--- config.mk ---
export PLATFORM = sky130hd
export DESIGN_NAME = bit_serial_alu_seq
export DESIGN_NICKNAME = d
export VERILOG_FILES = /design/src/rtl/bit_serial_alu_seq.sv
export SDC_FILE = /design/constraint.sdc
export NUM_CORES = 1
export LEC_CHECK = 0
export ABC_AREA = 1
export ABC_CLOCK_PERIOD_IN_PS = 1750
export BUFFER_PORTS_ARGS = -buffer_cell sky130_fd_sc_hd__buf_2
export CORE_ASPECT_RATIO = 0.9
export CORE_MARGIN = 5
export CORE_UTILIZATION = 58
export CTS_BUF_LIST = sky130_fd_sc_hd__clkbuf_8
export CTS_CLUSTER_SIZE = 40
export DETAILED_ROUTE_END_ITERATION = 10
export PLACE_DENSITY = 0.86
export SLEW_MARGIN = 20
export SYNTH_ARGS = -nofsm -noshare
export SYNTH_HDL_FRONTEND = slang
export SYNTH_SLANG_ARGS = --single-unit
--- constraint.sdc ---
create_clock -name clk -period 1.75 [get_ports clk]
set_input_delay 0.175 -clock clk [delete_from_list [all_inputs] [get_ports clk]]
set_output_delay 0.175 -clock clk [all_outputs]
set_load 0.005 [all_outputs]
--- src/rtl/bit_serial_alu_seq.sv ---
// Word-level sequencer driving a combinational 1-bit ALU, LSB first, one bit per cycle.
// Optional signed-overflow flag built only when BSALU_OVERFLOW_EN is defined.
module bit_serial_alu_seq #(
  parameter int unsigned WIDTH = 8
) (
  input  logic             clk,
  input  logic             reset,
  input  logic             start,
  input  logic [2:0]       opcode,
  input  logic [WIDTH-1:0] a,
  input  logic [WIDTH-1:0] b,
  input  logic             cin,
  output logic             busy,
  output logic             done,
  output logic [WIDTH-1:0] result,
  output logic             cout,
  output logic             zero,
  output logic             a_gt_b,
  output logic             illegal,
  output logic             ovf,
  output logic [2:0]       alu_opcode,
  output logic             alu_in1,
  output logic             alu_in2,
  output logic             alu_cin,
  input  logic             alu_out,
  input  logic             alu_cout
);

  localparam int unsigned CW = $clog2(WIDTH);
  localparam logic [2:0] OP_ADD  = 3'd0;
  localparam logic [2:0] OP_SUB  = 3'd1;
  localparam logic [2:0] OP_LAST = 3'd5;

  typedef enum logic [1:0] {
    S_IDLE = 2'd0,
    S_RUN  = 2'd1,
    S_DONE = 2'd2
  } state_t;

  state_t           state_q;
  logic [2:0]       op_q;
  logic [WIDTH-1:0] a_q;
  logic [WIDTH-1:0] b_q;
  logic [CW-1:0]    cnt_q;
  logic             carry_q;
  logic [WIDTH-1:0] result_q;
  logic             cout_q;
  logic             zero_q;
  logic             gt_q;
  logic             illegal_q;
  logic             done_q;
  logic             busy_q;

  logic             arith;
  logic             last_bit;
  logic             carry_d;
  logic             gt_d;
  logic [WIDTH-1:0] result_d;

  // Per-bit next values from the current operand bits and the ALU response
  always_comb begin
    arith    = (op_q == OP_ADD) || (op_q == OP_SUB);
    last_bit = (cnt_q == CW'(WIDTH - 1));
    carry_d  = arith ? alu_cout : 1'b0;
    result_d = {alu_out, result_q[WIDTH-1:1]};
    gt_d     = gt_q;
    if (a_q[0] && !b_q[0]) gt_d = 1'b1;
    else if (!a_q[0] && b_q[0]) gt_d = 1'b0;
  end

`ifdef BSALU_OVERFLOW_EN
  logic ovf_q;
  // Signed overflow: carry (or borrow) into the MSB differs from the one out of it
  always_ff @(posedge clk) begin
    if (reset) begin
      ovf_q <= 1'b0;
    end else if (state_q == S_IDLE && start) begin
      ovf_q <= 1'b0;
    end else if (state_q == S_RUN && last_bit) begin
      ovf_q <= arith && (carry_q ^ alu_cout);
    end
  end
  assign ovf = ovf_q;
`else
  assign ovf = 1'b0;
`endif

  always_ff @(posedge clk) begin
    if (reset) begin
      state_q   <= S_IDLE;
      op_q      <= 3'd0;
      a_q       <= '0;
      b_q       <= '0;
      cnt_q     <= '0;
      carry_q   <= 1'b0;
      result_q  <= '0;
      cout_q    <= 1'b0;
      zero_q    <= 1'b0;
      gt_q      <= 1'b0;
      illegal_q <= 1'b0;
      done_q    <= 1'b0;
      busy_q    <= 1'b0;
    end else begin
      case (state_q)
        S_IDLE: begin
          if (start) begin
            op_q      <= opcode;
            cnt_q     <= '0;
            result_q  <= '0;
            cout_q    <= 1'b0;
            gt_q      <= 1'b0;
            busy_q    <= 1'b1;
            if (opcode <= OP_LAST) begin
              a_q       <= a;
              b_q       <= b;
              carry_q   <= (opcode == OP_ADD) ? cin : 1'b0;
              zero_q    <= 1'b0;
              illegal_q <= 1'b0;
              state_q   <= S_RUN;
            end else begin
              a_q       <= '0;
              b_q       <= '0;
              carry_q   <= 1'b0;
              zero_q    <= 1'b1;
              illegal_q <= 1'b1;
              done_q    <= 1'b1;
              state_q   <= S_DONE;
            end
          end
        end
        S_RUN: begin
          a_q      <= a_q >> 1;
          b_q      <= b_q >> 1;
          result_q <= result_d;
          gt_q     <= gt_d;
          if (last_bit) begin
            // Final carry moves to cout; chain register returns to 0 for idle drive
            cnt_q   <= '0;
            carry_q <= 1'b0;
            cout_q  <= carry_d;
            zero_q  <= (result_d == '0);
            done_q  <= 1'b1;
            state_q <= S_DONE;
          end else begin
            cnt_q   <= cnt_q + CW'(1);
            carry_q <= carry_d;
          end
        end
        S_DONE: begin
          done_q  <= 1'b0;
          busy_q  <= 1'b0;
          state_q <= S_IDLE;
        end
        default: state_q <= S_IDLE;
      endcase
    end
  end

  assign busy       = busy_q;
  assign done       = done_q;
  assign result     = result_q;
  assign cout       = cout_q;
  assign zero       = zero_q;
  assign a_gt_b     = gt_q;
  assign illegal    = illegal_q;
  assign alu_opcode = op_q;
  assign alu_in1    = a_q[0];
  assign alu_in2    = b_q[0];
  assign alu_cin    = carry_q;

endmodule

==> reports/metrics.yaml, run 1 <==
flow_run:
  drv_cap: 0
synth:
  yosysSeqAreaShare_pct: 43.9
  synth_top_family_by_area: "simple AND/OR/NAND/NOR gates"
  synth_top_cell_area_share_pct: 43.9
  synth_top_area_cell: "dfxtp_1"
  synth_compound_area_share_pct: 15.5
  synth.distinct_cells: 19
  synth-warning-count: 0
  yosys.area_share.simple_pct: 27.7
  synthesis.area_mm2: 0.00178
  syn_inst: 257
  syn-num-nets: 285
  ys_ff_latch: 39
  synthMuxAreaShare_pct: 0
  synth.area.top_cells: "dfxtp_1 (44%), nand2_1 (15%), a21oi_1 (12%)"
  synthXorXnorAreaFrac_pct: 0
  yosys.area_share.adder_pct: 2.11
  synth_area_per_cell_um2: 6.93
routing:
  viasPerCell: 4.97
  wirelength_um: 3830
  drtIter0Drc: 130
  detail_route.wl_per_cell_um: 11.1
  vias: 1708
  drtAntennaViolNets: 0
  drtPass1Iterations: 4
  drcViolationCount: 0
clocking:
  numCtsBuffers: 5
  clk_pin_slew_ns: 0.07
  cts_sinks: 39
  cts_resized: 0
  htreeDepth: 2
  cts_setup_buffers: 0
  cts_root_buf: "clkbuf_8"
  cts_tree: "built"
  hold_buffers: 0
  clk_latency_ns: 0.29
  clk_path_buf_depth: 2
cells_and_area:
  fillers: 284
  multi_input_area_um2: 811
  nets: 329
  fin_cells: 344
  design_area_mm2: 0.00210
  post-route-util_pct: 70.2
  diodes: 0
  drive_gt1_share_pct: 21.2
  area_growth_pct: 18.1
  regArea_um2: 781
pwr:
  p_leak_nw: 1.03
  power_density_mw_per_mm2: 938
  peakVddDrop_mv: 0.611
  power.total_mw: 1.97
floorplan:
  coreArea_mm2: 0.00300
  ios: 46
  initial_utilization_pct: 59.4
  rows: 19
  die_y_um: 62.6
  dieArea_mm2: 0.00428
  die_width_um: 68.4
grt:
  grt_first_pass_wirelength_um: 6570
  grt-ovfl-total: 0
  grt_pass1_vias: 1542
  antenna_found_initial: 0
  track_usage_pct: 19.5
  grt_start_max_net_pins: 26
timing:
  setup-tns-final_ns: 0
  hold_viol_final: 0
  finalSetupViolCount: 0
  clock.fmax_ghz: 0.664
  period_minus_slack_ns: 1.51
  rsz0062_at_grt: "false"
  slew_headroom_pct: 50.6
  fin_skew_ns: 0.00947
  slew_viol_final: 0
  tightest_slew_ns: 0.741
  period_share_pct: 86.1
setup_path:
  critPathArrivalTime_ns: 1.69
  startpoint_type: "flip-flop"
  cp.required_ns: 1.93
  crit_path_max_fanout: 25
  critPathCaptureType: "flip-flop"
  crit_type: "flip-flop to flip-flop"
placement:
  dpl-instance-area_mm2: 0.00202
  place_congestion: 0.750
  dp.cells: 336
  portBuffers: 44
  hpwl_um: 2760
run_status:
  status: "completed"
hold_path:
  hp-class: "input port to flip-flop"
worst max-delay path, cell delays in order, from the launching register on:
cell,delay [ns]
dfxtp_1,0.37
o21ai_2,0.62
buf_12,0.25
nand2_1,0.07
nand2_1,0.06
a21oi_1,0.04
cells in the mapped netlist:
cell	instances
o21ai_2	1
ha_1	3
inv_2	2
buf_2	4
nand2_2	2
o21ai_0	8
buf_4	4
dfxtp_1	39
nor2_4	1
buf_6	3
nand3_1	21
buf_1	1
clkbuf_1	1
o21a_1	1
inv_1	24
nor2_1	27
conb_1	1
a21oi_1	44
nand2_1	70
flip-flops by register name, summed over array words and instances (netlist names):
register and flops:
alu_cin 1, zero 1, a_gt_b 1, alu_opcode 3, a_q 8, b_q 8
state_q 2, illegal 1, result 8, busy 1, done 1, cout 1
cnt_q 3
kinds of logic after synthesis:
kind of cell	Yosys count
adder cells (fa/ha/maj)	3
buffers and inverters	39
AND/OR/NAND/NOR	121
AO/OA/AOI/OAI	54
other	1
flip-flops	39
cell type report:
class | count | share of cell area [%]
Inverter | 26 | 4.64
Timing Repair Buffer | 50 | 13.2
Clock buffer | 5 | 3.27
Multi-Input combinational cell | 179 | 38.5
Tap cell | 42 | 2.50
Clock inverter | 3 | 0.714
Sequential cell | 39 | 37.1
cell usage in the layout, fill, tap and decap left out:
cell type | Yosys | layout
conb_1 | 1 | 1
nor2_1 | 27 | 27
a21oi_1 | 44 | 44
buf_4 | 4 | 5
nand3_1 | 21 | 21
o21a_1 | 1 | 1
buf_12 | 0 | 1
o21ai_0 | 8 | 8
buf_2 | 4 | 44
nand2_2 | 2 | 2
nor2_4 | 1 | 1
o21ai_2 | 1 | 1
ha_1 | 3 | 3
inv_2 | 2 | 2
clkinv_2 | 0 | 3
nand2_1 | 70 | 70
dfxtp_1 | 39 | 39
inv_1 | 24 | 24
clkbuf_8 | 0 | 5
report_power, final:
part	internal (mW)	total, mW	switching [mW]
Combinational	0.155	0.391	0.236
Clock	0.273	0.581	0.309
Sequential	0.959	1.00	0.0410
layer usage:
layer / track usage (%) / routed length, µm
met4: 6.70 / 58
met5: 0 / 0
met1: 26.5 / 1780
met3: 4.14 / 233
met2: 29.8 / 1760
per-stage QoR:
stage	worst slack (ns)	hold slack, ns
2_1_floorplan	0.561	0.318
3_3_place_gp	0.320	0.427
3_5_place_dp	0.264	0.436
4_1_cts	0.250	0.126
5_1_grt	0.153	0.136
6_report	0.243	0.126
worst paths after layout:
check / from / end / slack (ns) / cells past startpoint
max: state_q[0]$_SDFFE_PP0P_ / a_q[6]$_SDFFE_PP0P_ / 0.24 / 5
min: a[7] / a_q[7]$_SDFFE_PP0P_ / 0.13 / 3
max reg2reg: state_q[0]$_SDFFE_PP0P_ / a_q[6]$_SDFFE_PP0P_ / 0.24 / 5
min reg2reg: done$_SDFFE_PP0P_ / done$_SDFFE_PP0P_ / 0.45 / 2
Power figures use the tool's default switching activity.
==> run 2: changes to the inputs <==
ABC_AREA = default   (was 1)
CORE_UTILIZATION = 57   (was 58)
==> run 2 against run 1 <==
Die area shrank 5.3%. Clock skew fell by 0.0054 ns. Critical path depth unchanged. Global-route usage rose by 0.78 points. Worst setup slack worse by 0.094 ns. Clock power down 6.5%. Fmax down 5.9%. Sequential share of layout area grew 3.3 points. Via count shrank 11%. Critical endpoint is now zero$_SDFFE_PP0P_. Largest cell class is now flip-flops and latches. Largest power group unchanged.
==> reports/metrics.yaml, run 2 <==
synth:
  synth_top_cell_area_share_pct: 47.6  # +3.7 points
  yosysMostFrequentCell: "nor2_1"
  synth_top_area_cell: "dfxtp_1"
  yosys.area_share.simple_pct: 23.3  # -4.3 points
  synth.area.top_cells: "dfxtp_1 (48%), nor2_1 (9.2%), a21oi_1 (7.3%)"
  synth-edff-count: 0  # unchanged
  synthesis.area_mm2: 0.00164  # -7.9%
  synth-warning-count: 0  # unchanged
  yosys_most_used_dff: "dfxtp_1"
  synthXorXnorAreaFrac_pct: 0  # unchanged
  syn_inst: 192  # -25%
  syn-num-nets: 220  # -23%
  yosys-top-cells-count: "nor2_1 (40), dfxtp_1 (39), a21oi_1 (24)"
  yosysSeqAreaShare_pct: 47.6  # +3.7 points
  yosys.area_share.adder_pct: 2.29  # +0.18 points
  synthMuxAreaShare_pct: 0.610  # +0.61 points
  synthArstFlopShare_pct: 0  # unchanged
  synth_area_per_cell_um2: 8.54  # +23%
  synth_compound_area_share_pct: 19.5  # +3.9 points
  synth_top_family_by_area: "simple AND/OR/NAND/NOR gates"
  ys_ff_latch: 39  # unchanged
  synth.distinct_cells: 37  # +18
cells_and_area:
  fillers: 241  # -15%
  area_growth_pct: 17.8
  regArea_um2: 781  # unchanged
  multi_input_area_um2: 757  # -6.6%
  drive_gt1_share_pct: 25.4  # +4.2 points
  final_common_cell: "buf_2"
  diodes: 0  # unchanged
  nets: 261  # -21%
  mostFrequentLayoutCells: "buf_2 (44), nor2_1 (40), dfxtp_1 (39)"
  design_area_mm2: 0.00193  # -8.1%
placement:
  dp_worst_setup_slack_ns: -0.0206  # -0.284 ns
  place_congestion: 0.749  # -0.15%
  dpl-instance-area_mm2: 0.00186  # -8.1%
  portBuffers: 44  # unchanged
  hpwl_um: 2660  # -3.6%
setup_path:
  max_stage_delay_ns: 0.36  # -0.26 ns
  path_cells: "ha_1, ha_1, mux2i_1, a311o_1, o221a_2"
  crit_type: "flip-flop to flip-flop"
  critPathCaptureType: "flip-flop"
  crit_top_cell: "ha_1"
  crit_path_max_fanout: 5  # -80%
  cp.required_ns: 1.93  # about the same
  startpoint_type: "flip-flop"
  rrSetupSlack_ns: 0.15  # -0.09 ns
  critPathArrivalTime_ns: 1.78  # +0.09 ns
  cp_slowest_cell: "dfxtp_1"
timing:
  slew_viol_final: 0  # unchanged
  clock.fmax_ghz: 0.625  # -5.9%
  slew_headroom_pct: 58.1  # +7.5 points
  tightest_slew_ns: 0.627  # -0.114 ns
  period_minus_slack_ns: 1.60  # +0.0944 ns
  period_share_pct: 91.5  # +5.4 points
  fin_skew_ns: 0.00405  # -0.00542 ns
  setup_slack_ns: 0.149  # -0.0944 ns
  setup-tns-final_ns: 0  # unchanged
  rsz0062_at_grt: "false"
  hold_viol_final: 0  # unchanged
  finalSetupViolCount: 0  # unchanged
floorplan:
  ios: 46  # unchanged
  coreArea_mm2: 0.00275  # -8.3%
  initial_utilization_pct: 59.7  # +0.26 points
  die_width_um: 66.5  # -2.7%
  rows: 18  # -1
  dieArea_mm2: 0.00405  # -5.3%
  die_y_um: 60.9  # -2.7%
clocking:
  htreeDepth: 2  # unchanged
  clk_latency_ns: 0.29  # about the same
  numCtsBuffers: 5  # unchanged
  clk_pin_slew_ns: 0.07  # about the same
  cts_root_buf: "clkbuf_8"
  cts_resized: 1  # +1
  hold_buffers: 0  # unchanged
  cts_sinks: 39  # unchanged
  cts_tree: "built"
  cts_setup_buffers: 0  # unchanged
  clk_path_buf_depth: 2  # unchanged
routing:
  drcViolationCount: 0  # unchanged
  detail_route.wl_per_cell_um: 13.8  # +24%
  drtIter0Drc: 94  # -28%
  vias: 1522  # -11%
  viasPerCell: 5.60  # +13%
  wirelength_um: 3760  # -1.8%
  drtPass1Iterations: 4  # unchanged
  drtAntennaViolNets: 0  # unchanged
pwr:
  p_leak_nw: 0.865  # -16%
  power_density_mw_per_mm2: 931  # -0.77%
  peakVddDrop_mv: 0.730  # +19%
  power.total_mw: 1.80  # -8.8%
grt:
  grt_start_max_net_pins: 20  # -23%
  grt_pass1_vias: 1404  # -8.9%
  track_usage_pct: 20.2  # +0.78 points
  grt_first_pass_wirelength_um: 6170  # -6.1%
  antenna_found_initial: 0  # unchanged
  grt-ovfl-total: 0  # unchanged
flow_run:
  drv_cap: 0  # unchanged
run_status:
  status: "completed"
hold_path:
  hp-class: "input port to flip-flop"
run 2: cell count changes in the layout (fill, tap and decap cells not counted), moves of 13 or more:
cell     previous run  this run
a21oi_1            44        24
inv_1              24         5
nand2_1            70        10
nand3_1            21         2
nor2_1             27        40
nor4_1              0        14
run 2: power breakdown:
part           switching [mW]  leakage (nW)  internal (mW)  total [mW]
Clock                   0.283        0.0413          0.259       0.543
Sequential             0.0403         0.320          0.946       0.986
Combinational           0.153         0.504          0.117       0.270
run 2: metal layers:
layer  GRT usage, %  part of all wire [%]  vias up
li1               -                     -      762
met1           26.3                    48      706
met2           31.9                    44       49
met3           6.30                   6.7        5
met4           7.25                   1.2        0
met5              0                     0        -
run 2: cells by family (layout without fill, tap and decap cells):
logic type,count (synthesis),count (layout)
AOI/OAI and AO/OA,50,50
adders and majority gates,3,3
buffers and inverters,19,59
DFF,39,39
muxes,1,1
other,1,1
and+or+nand+nor,79,79
run 2: path summary, 6_finish.rpt:
kind / to / start / cells past startpoint
worst max-delay path: zero$_SDFFE_PP0P_ / cnt_q[0]$_SDFFE_PP0P_ / 5
worst min-delay path: alu_opcode[0]$_SDFFE_PP0P_ / opcode[0] / 3
worst max register to register: zero$_SDFFE_PP0P_ / cnt_q[0]$_SDFFE_PP0P_ / 5
worst min register to register: alu_opcode[0]$_SDFFE_PP0P_ / alu_opcode[0]$_SDFFE_PP0P_ / 2
run 2: area by class of cell:
class	count	share of cell area, %
Clock buffer	5	3.56
Clock inverter	1	0.194
Inverter	4	0.777
Multi-Input combinational cell	134	39.2
Sequential cell	39	40.4
Tap cell	40	2.59
Timing Repair Buffer	49	13.3
run 2: critical path, delay by kind of cell (launching register included):
family | cells | cell delay, ns
AO/OA/AOI/OAI | 2 | 0.58
adder cells (fa/ha/maj) | 2 | 0.41
flip-flops | 1 | 0.36
multiplexers | 1 | 0.14
run 2: stage by stage:
step | cells | hold WS [ns] | utilization (%)
floorplan | 192 | 0.311 | -
global placement | 266 | 0.433 | 67.6
detailed placement | 266 | 0.442 | 67.6
CTS | 272 | 0.135 | 70.4
global route | 272 | 0.145 | 70.4
finish | 272 | 0.135 | 70.4
==> run 3: changes to the inputs <==
--- a/config.mk
+++ b/config.mk
@@ -10,3 +10,3 @@
 export CORE_ASPECT_RATIO = 0.9
-export CORE_MARGIN = 5
+export CORE_MARGIN = 1
 export CORE_UTILIZATION = 57
==> constraint.sdc (replaced) <==
create_clock -name clk -period 1.75 [get_ports clk]
set_input_delay 0 -clock clk [delete_from_list [all_inputs] [get_ports clk]]
set_output_delay 0 -clock clk [all_outputs]
set_load 0.005 [all_outputs]
==> run 3 against run 2 <==
The flow now finishes with violations (hold timing). Critical path type unchanged. Sequential power fell by 0.4%. Final cell count grew 1.1%. Fmax up 4.1%. Global-route usage grew 4.1 points. Worst setup slack gained 0.063 ns. Utilization increased by 1.5 points.
==> reports/metrics.yaml, run 3 (synthesized netlist as in run 2, its figures left out) <==
floorplan:
  die_width_um: 58.5  # -12%
  initial_utilization_pct: 59.7  # unchanged
  coreArea_mm2: 0.00275  # unchanged
  ios: 46  # unchanged
  die_y_um: 52.9  # -13%
  rows: 18  # unchanged
  dieArea_mm2: 0.00310  # -24%
grt:
  antenna_found_initial: 0  # unchanged
  grt_pass1_vias: 1294  # -7.8%
  grt_first_pass_wirelength_um: 5560  # -9.8%
  grt-ovfl-total: 0  # unchanged
  grt_start_max_net_pins: 20  # unchanged
  track_usage_pct: 24.3  # +4.1 points
timing:
  tightest_slew_ns: 0.646  # +0.0182 ns
  slew_headroom_pct: 56.9  # -1.2 points
  finalSetupViolCount: 0  # unchanged
  slew_viol_final: 0  # unchanged
  period_share_pct: 87.9  # -3.6 points
  clock.fmax_ghz: 0.650  # +4.1%
  hold_viol_final: 1  # +1
  rsz0062_at_grt: "false"
  holdWs_ns: -0.00588  # -0.141 ns
  setup-tns-final_ns: 0  # unchanged
  period_minus_slack_ns: 1.54  # -0.0626 ns
  fin_skew_ns: 0.00271  # -0.00134 ns
routing:
  vias: 1511  # -0.72%
  drtPass1Iterations: 5  # +1
  viasPerCell: 5.49  # -1.8%
  detail_route.wl_per_cell_um: 12.4  # -10%
  drtIter0Drc: 50  # -47%
  wirelength_um: 3420  # -9.2%
  drtAntennaViolNets: 0  # unchanged
  drcViolationCount: 0  # unchanged
setup_path:
  max_stage_delay_ns: 0.35  # about the same
  cp_top_family: "compound AO/OA/AOI/OAI gates"
  crit_type: "flip-flop to flip-flop"
  rrSetupSlack_ns: 0.21  # +0.06 ns
  critPathCaptureType: "flip-flop"
  cp_slowest_cell: "dfxtp_1"
  r2r-end: "zero$_SDFFE_PP0P_"
  crit_path_max_fanout: 5  # unchanged
  r2r_start: "cnt_q[0]$_SDFFE_PP0P_"
  reg2regPathDepth: 5  # unchanged
  startpoint_type: "flip-flop"
  crit_buf_inv: 0  # unchanged
  cp.required_ns: 1.92  # about the same
  path_cells: "ha_1, ha_1, mux2i_1, a311o_1, o221a_2"
  critPathArrivalTime_ns: 1.71  # -0.07 ns
  crit_top_cell: "ha_1"
cells_and_area:
  design_area_mm2: 0.00198  # +2.2%
  area_growth_pct: 20.4
  fillers: 225  # -6.6%
  mostFrequentLayoutCells: "buf_2 (44), nor2_1 (40), dfxtp_1 (39)"
  post-route-util_pct: 71.9  # +1.5 points
  nets: 264  # +1.1%
  drive_gt1_share_pct: 25.1  # -0.32 points
  final_common_cell: "buf_2"
  diodes: 0  # unchanged
  fin_cells: 275  # +1.1%
run_status:
  violations: "hold timing"
  status: "finished with violations"
placement:
  place_congestion: 0.728  # -2.8%
  dp.cells: 266  # unchanged
  dpl-instance-area_mm2: 0.00187  # +0.67%
  portBuffers: 44  # unchanged
  hpwl_um: 2330  # -12%
hold_path:
  min_from: "b[1]"
  min_path_cells: 3  # unchanged
  worstHoldEndpoint: "b_q[1]$_SDFFE_PP0P_"
  hp-class: "input port to flip-flop"
clocking:
  clk_path_buf_depth: 2  # unchanged
  cts_tree: "built"
  htreeDepth: 2  # unchanged
  numCtsBuffers: 5  # unchanged
  clk_pin_slew_ns: 0.07  # about the same
  cts_root_buf: "clkbuf_8"
  cts_sinks: 39  # unchanged
  clk_latency_ns: 0.28  # about the same
  cts_setup_buffers: 0  # unchanged
pwr:
  p_leak_nw: 0.883  # +2.1%
  peakVddDrop_mv: 0.651  # -11%
  power_density_mw_per_mm2: 908  # -2.5%
flow_run:
  drv_cap: 0  # unchanged
[run 3: worst max-delay path by stage]
| stage | slack [ns] | cells past startpoint | endpoint | from |
|---|---|---|---|---|
| 6_report | 0.21 | 5 | zero$_SDFFE_PP0P_ | cnt_q[0]$_SDFFE_PP0P_ |
| 5_1_grt | 0.07 | 5 | zero$_SDFFE_PP0P_ | cnt_q[0]$_SDFFE_PP0P_ |
| 4_1_cts | 0.06 | 3 | result[5]$_SDFFE_PP0P_ | state_q[0]$_SDFFE_PP0P_ |
| 3_5_place_dp | 0.09 | 3 | result[5]$_SDFFE_PP0P_ | state_q[0]$_SDFFE_PP0P_ |
| 3_3_place_gp | 0.13 | 3 | result[4]$_SDFFE_PP0P_ | state_q[0]$_SDFFE_PP0P_ |
| 2_1_floorplan | 0.32 | 5 | zero$_SDFFE_PP0P_ | cnt_q[0]$_SDFFE_PP0P_ |
[run 3: what timing repair did]
item | CTS | global route
endpoints found under the setup margin | 0 | 0
hold buffers | 3 | 0
endpoints found under the hold margin | 3 | 0
gates resized for setup | 0 | 0
[run 3: area by class of cell]
type                    instances  area (µm²)  area share (%)
repair buffers                 52         300            15.2
well taps                      40        50.0            2.53
inverters                       4        15.0           0.760
flip-flops and latches         39         781            39.5
multi-input cells             134         757            38.3
clock buffers                   5        68.8            3.48
clock inverters                 1        3.75           0.190
[run 3: routing by layer]
metal  share of wire, %  wire length (µm)  track usage, %
met1                 49              1680            32.4
met2                 46              1570            38.5
met3                4.2               144            5.13
met4               0.85                29            10.3
met5                  0                 0               0
[run 3: where the power goes]
| group | switching [mW] | internal (mW) | total [mW] |
|---|---|---|---|
| sequential | 0.0355 | 0.946 | 0.982 |
| combinational | 0.156 | 0.127 | 0.282 |
| clock | 0.270 | 0.259 | 0.529 |
| total | 0.461 | 1.33 | 1.79 |
[run 3: stage by stage]
stage          power, mW  setup slack (ns)
2_1_floorplan       1.19             0.324
3_3_place_gp        1.27             0.134
3_5_place_dp        1.28            0.0906
4_1_cts             1.80            0.0561
5_1_grt             1.88            0.0697
6_report            1.79             0.211
[run 3: worst min-delay path: cells and delay by family]
kind                   cells  cell delay (ns)
AO/OA/AOI/OAI              1             0.05
buffers and inverters      1             0.08
AND/OR/NAND/NOR            1             0.10
